### src/rtl/frame_scheduler_if.sv
// frame_scheduler_if: command/completion bus between the frame scheduler and the ROM-to-RAM copy engine
interface frame_scheduler_if #(
  parameter int ADR_WIDTH = 16,
  parameter int OUT_WIDTH = 8
);
  logic                 cmd_valid;
  logic                 cmd_ready;
  logic [ADR_WIDTH-1:0] cmd_src;
  logic [ADR_WIDTH-1:0] cmd_dst;
  logic [ADR_WIDTH-1:0] cmd_limit;
  logic [OUT_WIDTH-1:0] cmd_x;
  logic [OUT_WIDTH-1:0] cmd_y;
  logic                 cmd_term;
  logic                 done;
  logic [ADR_WIDTH-1:0] done_len;
  modport master (
    output cmd_valid, cmd_src, cmd_dst, cmd_limit, cmd_x, cmd_y, cmd_term,
    input  cmd_ready, done, done_len
  );
  modport slave (
    input  cmd_valid, cmd_src, cmd_dst, cmd_limit, cmd_x, cmd_y, cmd_term,
    output cmd_ready, done, done_len
  );
endinterface

### src/rtl/frame_scheduler.sv
// frame_scheduler: builds each display frame in point RAM via copy commands, appends an end-marker, then hands off to the display
module frame_scheduler #(
  parameter int ADR_WIDTH    = 16,
  parameter int OUT_WIDTH    = 8,
  parameter int N_OBJ        = 8,
  parameter int RAM_DEPTH    = 1000,
  parameter int HALT_TIMEOUT = 40_000_000
) (
  input  logic                       clk,
  input  logic                       rst,
  input  logic [N_OBJ-1:0]           obj_valid,
  input  logic [N_OBJ*ADR_WIDTH-1:0] obj_adr,
  input  logic [N_OBJ*OUT_WIDTH-1:0] obj_x,
  input  logic [N_OBJ*OUT_WIDTH-1:0] obj_y,
  frame_scheduler_if.master          eng,
  output logic                       go,
  input  logic                       halt,
  output logic [ADR_WIDTH-1:0]       frame_len,
  output logic                       overflow,
  output logic                       halt_timeout
);
  localparam int IW = N_OBJ > 1 ? $clog2(N_OBJ) : 1;
  localparam logic [ADR_WIDTH-1:0] LAST = ADR_WIDTH'(RAM_DEPTH - 1);
  localparam logic [31:0] HT_LAST = 32'(HALT_TIMEOUT - 1);
  typedef enum logic [2:0] {IDLE, SCAN, ISSUE, WAIT_DONE, TERM, WAIT_TERM, WAIT_HALT} state_t;
  state_t               state_q, state_d;
  logic [N_OBJ-1:0]     valid_q, valid_d;
  logic [IW-1:0]        idx_q, idx_d;
  logic [ADR_WIDTH-1:0] wr_ptr_q, wr_ptr_d;
  logic [ADR_WIDTH-1:0] frame_len_q, frame_len_d;
  logic                 overflow_q, overflow_d;
  logic [31:0]          cnt_q, cnt_d;
  logic                 go_q, go_d;
  logic                 halt_timeout_q, halt_timeout_d;
  logic                 cmd_valid_q, cmd_valid_d;
  logic                 cmd_term_q, cmd_term_d;
  logic [ADR_WIDTH-1:0] cmd_src_q, cmd_src_d;
  logic [ADR_WIDTH-1:0] cmd_dst_q, cmd_dst_d;
  logic [ADR_WIDTH-1:0] cmd_limit_q, cmd_limit_d;
  logic [OUT_WIDTH-1:0] cmd_x_q, cmd_x_d;
  logic [OUT_WIDTH-1:0] cmd_y_q, cmd_y_d;
  logic [ADR_WIDTH-1:0] sel_adr, step;
  logic [OUT_WIDTH-1:0] sel_x, sel_y;
  logic                 start, issue, term, last_idx;
  assign last_idx = idx_q == IW'(N_OBJ - 1);
  // the limit caps every copy, so wr_ptr can never pass RAM_DEPTH-1
  assign step = eng.done_len < cmd_limit_q ? eng.done_len : cmd_limit_q;
  always_comb begin
    sel_adr = '0;
    sel_x   = '0;
    sel_y   = '0;
    for (int i = 0; i < N_OBJ; i++)
      if (idx_q == IW'(i)) begin
        sel_adr = obj_adr[i*ADR_WIDTH +: ADR_WIDTH];
        sel_x   = obj_x[i*OUT_WIDTH +: OUT_WIDTH];
        sel_y   = obj_y[i*OUT_WIDTH +: OUT_WIDTH];
      end
  end
  always_comb begin
    state_d        = state_q;
    valid_d        = valid_q;
    idx_d          = idx_q;
    wr_ptr_d       = wr_ptr_q;
    frame_len_d    = frame_len_q;
    overflow_d     = overflow_q;
    cnt_d          = '0;
    go_d           = go_q;
    halt_timeout_d = 1'b0;
    cmd_valid_d    = cmd_valid_q;
    cmd_term_d     = cmd_term_q;
    cmd_src_d      = cmd_src_q;
    cmd_dst_d      = cmd_dst_q;
    cmd_limit_d    = cmd_limit_q;
    cmd_x_d        = cmd_x_q;
    cmd_y_d        = cmd_y_q;
    start          = 1'b0;
    issue          = 1'b0;
    term           = 1'b0;
    case (state_q)
      IDLE: start = 1'b1;
      SCAN:
        if (valid_q[idx_q]) begin
          issue      = wr_ptr_q < LAST;
          term       = !issue;
          overflow_d = overflow_q | !issue;
        end else if (last_idx) term = 1'b1;
        else idx_d = idx_q + IW'(1);
      ISSUE:
        if (eng.cmd_ready) begin
          cmd_valid_d = 1'b0;
          state_d     = WAIT_DONE;
        end
      WAIT_DONE:
        if (eng.done) begin
          wr_ptr_d = wr_ptr_q + step;
          term     = last_idx;
          idx_d    = last_idx ? idx_q : idx_q + IW'(1);
          state_d  = SCAN;
        end
      TERM:
        if (eng.cmd_ready) begin
          cmd_valid_d = 1'b0;
          state_d     = WAIT_TERM;
        end
      WAIT_TERM:
        if (eng.done) begin
          frame_len_d = wr_ptr_q + ADR_WIDTH'(1);
          go_d        = 1'b1;
          state_d     = WAIT_HALT;
        end
      WAIT_HALT: begin
        cnt_d = cnt_q + 32'd1;
        if (halt) begin
          go_d  = 1'b0;
          start = 1'b1;
        end else if (HALT_TIMEOUT != 0 && cnt_q == HT_LAST) begin
          go_d           = 1'b0;
          halt_timeout_d = 1'b1;
          start          = 1'b1;
        end
      end
      default: state_d = IDLE;
    endcase
    // frame start: take the object snapshot that the whole frame is built from
    if (start) begin
      state_d    = SCAN;
      valid_d    = obj_valid;
      idx_d      = '0;
      wr_ptr_d   = '0;
      overflow_d = 1'b0;
      cnt_d      = '0;
    end
    if (issue) begin
      state_d     = ISSUE;
      cmd_valid_d = 1'b1;
      cmd_term_d  = 1'b0;
      cmd_src_d   = sel_adr;
      cmd_x_d     = sel_x;
      cmd_y_d     = sel_y;
      cmd_dst_d   = wr_ptr_q;
      cmd_limit_d = LAST - wr_ptr_q;
    end
    if (term) begin
      state_d     = TERM;
      cmd_valid_d = 1'b1;
      cmd_term_d  = 1'b1;
      cmd_src_d   = '0;
      cmd_x_d     = '0;
      cmd_y_d     = '0;
      cmd_dst_d   = wr_ptr_d;
      cmd_limit_d = ADR_WIDTH'(1);
    end
  end
  always_ff @(posedge clk)
    if (!rst) begin
      state_q        <= IDLE;
      valid_q        <= '0;
      idx_q          <= '0;
      wr_ptr_q       <= '0;
      frame_len_q    <= '0;
      overflow_q     <= 1'b0;
      cnt_q          <= '0;
      go_q           <= 1'b0;
      halt_timeout_q <= 1'b0;
      cmd_valid_q    <= 1'b0;
      cmd_term_q     <= 1'b0;
      cmd_src_q      <= '0;
      cmd_dst_q      <= '0;
      cmd_limit_q    <= '0;
      cmd_x_q        <= '0;
      cmd_y_q        <= '0;
    end else begin
      state_q        <= state_d;
      valid_q        <= valid_d;
      idx_q          <= idx_d;
      wr_ptr_q       <= wr_ptr_d;
      frame_len_q    <= frame_len_d;
      overflow_q     <= overflow_d;
      cnt_q          <= cnt_d;
      go_q           <= go_d;
      halt_timeout_q <= halt_timeout_d;
      cmd_valid_q    <= cmd_valid_d;
      cmd_term_q     <= cmd_term_d;
      cmd_src_q      <= cmd_src_d;
      cmd_dst_q      <= cmd_dst_d;
      cmd_limit_q    <= cmd_limit_d;
      cmd_x_q        <= cmd_x_d;
      cmd_y_q        <= cmd_y_d;
    end
  assign eng.cmd_valid = cmd_valid_q;
  assign eng.cmd_term  = cmd_term_q;
  assign eng.cmd_src   = cmd_src_q;
  assign eng.cmd_dst   = cmd_dst_q;
  assign eng.cmd_limit = cmd_limit_q;
  assign eng.cmd_x     = cmd_x_q;
  assign eng.cmd_y     = cmd_y_q;
  assign go            = go_q;
  assign frame_len     = frame_len_q;
  assign overflow      = overflow_q;
  assign halt_timeout  = halt_timeout_q;
endmodule

### src/flat_wrapper.sv
// flat-port wrapper written by rule: the top's interface ports become plain ports
module frame_scheduler_flat 
#(
  parameter int ADR_WIDTH    = 16,
  parameter int OUT_WIDTH    = 8,
  parameter int N_OBJ        = 8,
  parameter int RAM_DEPTH    = 1000,
  parameter int HALT_TIMEOUT = 40_000_000
)
  (clk, rst, obj_valid, obj_adr, obj_x, obj_y, go, halt, frame_len, overflow, halt_timeout, eng_cmd_valid, eng_cmd_src, eng_cmd_dst, eng_cmd_limit, eng_cmd_x, eng_cmd_y, eng_cmd_term, eng_cmd_ready, eng_done, eng_done_len);
  frame_scheduler_if #(.ADR_WIDTH(ADR_WIDTH), .OUT_WIDTH(OUT_WIDTH)) eng_i ();
  input  logic clk;
  input  logic rst;
  input  logic [N_OBJ-1:0] obj_valid;
  input  logic [N_OBJ*ADR_WIDTH-1:0] obj_adr;
  input  logic [N_OBJ*OUT_WIDTH-1:0] obj_x;
  input  logic [N_OBJ*OUT_WIDTH-1:0] obj_y;
  output logic go;
  input  logic halt;
  output logic [ADR_WIDTH-1:0] frame_len;
  output logic overflow;
  output logic halt_timeout;
  output wire logic [$bits(eng_i.cmd_valid)-1:0] eng_cmd_valid;
  output wire logic [$bits(eng_i.cmd_src)-1:0] eng_cmd_src;
  output wire logic [$bits(eng_i.cmd_dst)-1:0] eng_cmd_dst;
  output wire logic [$bits(eng_i.cmd_limit)-1:0] eng_cmd_limit;
  output wire logic [$bits(eng_i.cmd_x)-1:0] eng_cmd_x;
  output wire logic [$bits(eng_i.cmd_y)-1:0] eng_cmd_y;
  output wire logic [$bits(eng_i.cmd_term)-1:0] eng_cmd_term;
  input wire logic [$bits(eng_i.cmd_ready)-1:0] eng_cmd_ready;
  input wire logic [$bits(eng_i.done)-1:0] eng_done;
  input wire logic [$bits(eng_i.done_len)-1:0] eng_done_len;
  assign eng_cmd_valid = eng_i.cmd_valid;
  assign eng_cmd_src = eng_i.cmd_src;
  assign eng_cmd_dst = eng_i.cmd_dst;
  assign eng_cmd_limit = eng_i.cmd_limit;
  assign eng_cmd_x = eng_i.cmd_x;
  assign eng_cmd_y = eng_i.cmd_y;
  assign eng_cmd_term = eng_i.cmd_term;
  assign eng_i.cmd_ready = eng_cmd_ready;
  assign eng_i.done = eng_done;
  assign eng_i.done_len = eng_done_len;
  frame_scheduler #(.ADR_WIDTH(ADR_WIDTH), .OUT_WIDTH(OUT_WIDTH), .N_OBJ(N_OBJ), .RAM_DEPTH(RAM_DEPTH), .HALT_TIMEOUT(HALT_TIMEOUT)) u_core (.clk(clk), .rst(rst), .obj_valid(obj_valid), .obj_adr(obj_adr), .obj_x(obj_x), .obj_y(obj_y), .eng(eng_i), .go(go), .halt(halt), .frame_len(frame_len), .overflow(overflow), .halt_timeout(halt_timeout));
endmodule
### config.mk
export PLATFORM = sky130hd
export DESIGN_NAME = frame_scheduler_flat
export DESIGN_NICKNAME = d
export VERILOG_FILES = /design/src/rtl/frame_scheduler_if.sv /design/src/rtl/frame_scheduler.sv /design/src/flat_wrapper.sv
export SDC_FILE = /design/constraint.sdc
export NUM_CORES = 1
export LEC_CHECK = 0
export CORE_MARGIN = 2
export CORE_UTILIZATION = 47
export CTS_BUF_LIST = sky130_fd_sc_hd__clkbuf_8
export DETAILED_ROUTE_END_ITERATION = 10
export PLACE_DENSITY = 0.85
export SYNTH_ARGS = -nofsm -noshare
export SYNTH_HDL_FRONTEND = slang
export SYNTH_SLANG_ARGS = --single-unit
### constraint.sdc
create_clock -name clk -period 6.2 [get_ports clk]
set_clock_uncertainty 0.2 [all_clocks]
set_input_delay 1.55 -clock clk [delete_from_list [all_inputs] [get_ports clk]]
set_output_delay 1.55 -clock clk [all_outputs]
set_load 0.02 [all_outputs]
### Word level (Yosys, flattened, before mapping)

Cells that the tools add are included.

| cells by class | value |
|---|---|
| add/sub/neg operators | 5 |
| multiply operators | 0 |
| div/mod/pow operators | 0 |
| order comparisons | 3 |
| equality and inequality tests | 33 |
| shifts and indexed selects | 0 |
| muxes and demuxes | 65 |
| bitwise operators | 3 |
| reductions and logical operators | 23 |

Operator list:

| kind | number |
|---|---|
| 16-bit 2-to-1 mux | 14 |
| 8-bit 2-to-1 mux | 16 |
| 32-bit by 1-bit adder with 32-bit output, second input constant | 1 |
| 32-bit by 26-bit equality test with 1-bit output, second input constant | 1 |
| 3-bit 2-to-1 mux | 10 |
| 3-bit equality test, second input constant | 7 |
| 5-bit by 2-bit != test with 1-bit output, second input constant | 4 |
| 1-bit 2-to-1 mux | 19 |
| 16-bit by 1-bit adder with 16-bit output, second input constant | 1 |
| 16-bit adder | 1 |
| 16-bit by 10-bit < comparator with 1-bit output, second input constant | 1 |
| 16-bit < comparator | 1 |
| 4-bit by 2-bit != test with 1-bit output, second input constant | 4 |
| 10-bit by 16-bit subtractor with 16-bit output, first input constant | 1 |
| 3-bit by 2-bit != test with 1-bit output, second input constant | 5 |
| 3-bit one-hot mux with 5 select lines | 1 |
| 5-bit AND reduction | 3 |
| 3-bit by 2-bit equality test with 1-bit output, second input constant | 4 |
| 3-bit OR reduction | 4 |
| 3-bit by 1-bit equality test with 1-bit output, second input constant | 2 |
| 3-bit zero test | 2 |
| 2-bit != test, second input constant | 3 |
| 1-bit one-hot mux with 2 select lines | 3 |
| 3-bit one-hot mux with 2 select lines | 1 |
| 14 further kinds | 23 |

| storage, ports and cells | value |
|---|---|
| bits in registers | 147 |
| bits in latches | 0 |
| bits in writable memories | 0 |
| memory bits (read-only) | 0 |
| bits of input ports | 285 |
| output and inout port bits | 85 |
| word-level logic and storage cells | 151 |
| memories | 0 |

### Longest topological paths before layout

| depth | value |
|---|---|
| word-level depth | 9 |
| gate-level depth with buffers | 21 |
| depth with buffers taken out | 19 |

### Worst setup path after synthesis

Ideal clock, no wire load.

| path | value |
|---|---|
| path kind | input -> register |
| start point | in eng_done_len[1] |
| end point | reg u_core.cmd_dst_q[15], in the netlist u_core.eng.cmd_dst[15] |
| setup time | 120 ps |
| arrival | 5,015 ps |
| required time | 5,880 ps |
| path slack | 866 ps |
| stages on the path | 18 |
| buffers on the path | 2 |
| path through | ha_1 -> a2111oi_0 -> o311ai_1 -> nand2_1 -> a21oi_1 -> nor2b_1 -> clkbuf_1 -> o21ai_0 -> ha_1 -> clkbuf_1 -> nand4_1 -> or3_1 -> a31oi_1 -> nand4_1 -> nand4b_1 -> xor2_1 -> nor4b_1 -> a211o_1 |

| on the way | value |
|---|---|
| longest elaborated chain between the ends | 7 |

RTL lines:

| element | line | RTL |
|---|---|---|
| start, declared | flat_wrapper.sv:32 | `input wire logic [$bits(eng_i.done_len)-1:0] eng_done_len;` |
| 16-bit < comparator | frame_scheduler.sv:47 | `assign step = eng.done_len < cmd_limit_q ? eng.done_len : cmd_limit_q;` |
| 16-bit 2-to-1 mux (*) | frame_scheduler.sv:47 |  |
| 16-bit adder (*) | frame_scheduler.sv:95 | `wr_ptr_d = wr_ptr_q + step;` |
| 16-bit 2-to-1 mux (*) | frame_scheduler.sv:94 | `if (eng.done) begin` |
| 16-bit 2-to-1 mux (*) | frame_scheduler.sv:79 | `case (state_q)` |
| 16-bit 2-to-1 mux (*) | frame_scheduler.sv:125 | `if (start) begin` |
| 16-bit 2-to-1 mux (*) | frame_scheduler.sv:143 | `if (term) begin` |
| end signal, assigned | frame_scheduler.sv:185 | `cmd_dst_q <= cmd_dst_d;` |
| end, declared | frame_scheduler.sv:38 | `logic [ADR_WIDTH-1:0] cmd_dst_q, cmd_dst_d;` |

Every way passes the cells marked *; elsewhere a longest branch is shown, timed or not.
A chain may end at the register's enable or synchronous reset.

### Final worst setup path

Ends and elaborated chain as after synthesis.

==> results.json <==
{
  "slowest_stage": "clkdlybuf4s50_1",
  "cp_num_buf_inv": 2,
  "path_cells": "clkdlybuf4s50_1, ha_1, a2111oi_0, o311ai_1, nand2_1, a21oi_1, nor2b_1, buf_4, o21ai_0, ha_1, nand4_1, or3_1, a31oi_1, nand4_1, nand4b_1, xor2_1, nor4b_1, a211o_1",
  "synth_edf_count": 0,
  "fin_ws_ns": 0.571,
  "p_per_area_nw_per_um2": 174,
  "max_slew_margin_pct": 16.8,
  "hold_depth": 2,
  "die_w_um": 150,
  "crit_arrival_ns": 5.78,
  "ys_seq_elements": 147,
  "h-tree-depth": 4,
  "reg2reg_depth": 18,
  "cp-startpoint": "eng_done_len[1]",
  "cts-root-buf": "clkbuf_8",
  "p_sw_uw": 779,
  "synth_top_cell_area_share_pct": 29.5,
  "clock_path_buffers": 2,
  "io_buffers": 369,
  "cts_buffers": 17,
  "critPathRequiredTime_ns": 6.36,
  "grt_usage_pct": 35.2,
  "drv_cap": 0,
  "reg2reg_from": "u_core.eng.cmd_limit[1]$_SDFFE_PP0P_",
  "async_reset_ff_share_pct": 0,
  "dr.pass1.iters": 5,
  "ios": 370,
  "drcViolationCount": 0,
  "clockPowerShare_pct": 30.4,
  "synth_cell_type_count": 67,
  "hpwl_um": 29800,
  "rsz0062_at_grt": "no",
  "status": "finished clean",
  "period_minus_slack_ns": 5.63,
  "seqPwrFrac_pct": 40.5,
  "clk-insertion-delay-late_ns": 0.46,
  "yosysSeqAreaShare_pct": 29.5,
  "vias_per_cell": 5.85,
  "p_leak_uw": 0.00513,
  "syn_to_final_growth_pct": 42.1,
  "setup_viol": 0,
  "pre_cts_slack_ns": 0.179,
  "worstMarginPinSlew_ns": 1.25,
  "holdCritStartpoint": "u_core.eng.cmd_dst[14]$_SDFFE_PN0P_",
  "wl_per_cell_um": 20.4,
  "core_um2": 21000,
  "drive_above_1_share_pct": 8.11,
  "drt-total-wl_um": 39600,
  "fin_tns_setup_ns": 0,
  "comb_power_share_pct": 29.1,
  "drt.antenna.violating_nets": 0,
  "syn_avg_cell_area_um2": 7.44,
  "grt_pass1_wl_um": 60400,
  "vias": 11362,
  "post_cts_buffers": 0,
  "cts_tree": "built",
  "cts.sinks": 147,
  "setup.worst_path.start_class": "input pin",
  "synthTopCellsByArea": "dfxtp_1, nand2_1, o21ai_0",
  "cp_max_fo": 18,
  "holdBufCountCts": 0,
  "syn_nets": 1668,
  "min_path_type": "flip-flop to flip-flop",
  "p_sw_share_pct": 31.6,
  "grt_max_degree": 66,
  "gp_congestion": 0.964,
  "multi_input_area_um2": 6500,
  "final_util_pct": 67.6,
  "cts_resized": 0,
  "p_int_uw": 1690,
  "drv_slew": 0,
  "post_dp_cell_area_um2": 13800,
  "synth_largest_area_cell": "dfxtp_1",
  "initial_core_util_pct": 47.6,
  "fmax_mhz": 178,
  "fin_area_um2": 14200,
  "cpPeakStageDelay_ns": 0.47,
  "netlist_instances": 1340,
  "min_period_over_period_pct": 90.8,
  "path_delay_family": "compound AO/OA/AOI/OAI gates",
  "hold_violations": 0,
  "die_area_um2": 22400,
  "worstSetupEndpointType": "flip-flop",
  "rows": 53,
  "final_nets": 1980,
  "yosysMostFrequentCell": "nand2_1",
  "yosysWarnings": 0,
  "drt_iter0_drc": 759,
  "synth_common_cells": "nand2_1, nor2_1, dfxtp_1",
  "ff_latch_area_um2": 2940,
  "grt_pass1_vias": 10944,
  "grt_antenna_before_repair": 3,
  "num-fill-cells": 1794,
  "ir_drop_mv": 0.111,
  "syn-cell-area_um2": 9970,
  "ys.flop_type": "dfxtp_1",
  "crit_cells": 18,
  "overflow": 0,
  "clk_pin_slew_worst_paths_ns": 0.09,
  "path_class": "input pin to flip-flop",
  "die_h_um": 150
}
[state kept, by name, summed over array words and instances, names as in the netlist]
name / cells
u_core.cnt_q: 32
u_core.wr_ptr_q: 16
u_core.overflow: 1
u_core.halt_timeout: 1
u_core.eng.cmd_src: 16
u_core.state_q: 3
u_core.frame_len: 16
u_core.eng.cmd_dst: 16
u_core.idx_q: 3
u_core.eng.cmd_limit: 16
u_core.go: 1
u_core.eng.cmd_term: 1
u_core.eng.cmd_y: 8
u_core.eng.cmd_valid: 1
u_core.valid_q: 8
u_core.eng.cmd_x: 8
[power by group through the flow]
stage / Combinational [uW] / Sequential, uW / Clock (uW)
6_report: 719 / 998 / 749
3_3_place_gp: 696 / 1020 / 0
3_5_place_dp: 707 / 1020 / 0
4_1_cts: 711 / 997 / 758
2_1_floorplan: 354 / 1040 / 0
5_1_grt: 776 / 1000 / 792
[per-stage QoR]
step                      std cells  power, uW  hold WS [ns]
after floorplan                1340       1390         0.230
after global placement         1908       1720         0.243
after detailed placement       1908       1730         0.262
after CTS                      1940       2470         0.272
after global routing           1941       2570         0.291
final                          1941       2470         0.270
[cell usage in the layout, fill, tap and decap left out, types with 7 or more instances in the layout]
cell,instances
a21oi_1,110
clkdlybuf4s50_1,369
or3_1,7
nor2_1,152
and2_1,14
a311oi_2,26
xnor2_1,25
clkbuf_8,19
nor2b_1,9
o21ai_1,24
a31o_2,31
xor2_1,33
nand2_1,213
nand4_1,15
inv_1,30
nand3b_1,31
a21boi_0,11
buf_4,25
dfxtp_1,147
o21ai_0,119
and3_1,11
mux2i_1,7
a22oi_1,34
a31oi_1,7
o211a_1,19
ha_1,39
nand3_1,33
[cell type report]
| type | instances | area share (%) |
|---|---|---|
| tap | 275 | 2.43 |
| sequential | 147 | 20.8 |
| inverter | 31 | 0.821 |
| antenna | 1 | 0.0177 |
| multi-input combinational | 1061 | 45.9 |
| timing repair buffer | 394 | 27.4 |
| clock buffer | 19 | 1.85 |
| clock inverter | 13 | 0.874 |
[logic make-up (layout without fill, tap and decap cells)]
group	after synthesis	after routing	share of synthesized area (%)
other	0	1	0
muxes	11	11	1.38
AOI/OAI and AO/OA	428	428	29.1
adders and majority gates	43	43	5.47
buffers and inverters	132	457	5.63
xor gates and xnor gates	58	58	5.09
DFF	147	147	29.5
and+or+nand+nor	521	521	23.8
[metal layers]
layer,vias up,share of wire [%],GRT usage [%]
met3,110,11,11.2
met5,-,0.028,0
li1,5374,-,-
met2,574,45,56.9
met4,2,4.2,16.1
met1,5302,39,42.8
[path summary, 6_finish.rpt]
path | end | slack [ns]
hold / removal | u_core.eng.cmd_dst[14]$_SDFFE_PN0P_ | 0.27
setup / recovery | u_core.eng.cmd_dst[15]$_SDFFE_PN0P_ | 0.57
setup reg to reg | u_core.eng.cmd_dst[15]$_SDFFE_PN0P_ | 1.73
hold reg to reg | u_core.eng.cmd_dst[14]$_SDFFE_PN0P_ | 0.27
[worst min-delay path: stages, from the launching register on]
cell,delay (ns)
dfxtp_1,0.33
nand2_1,0.06
a21boi_1,0.05
No activity file was read; power rests on OpenSTA's default activity.
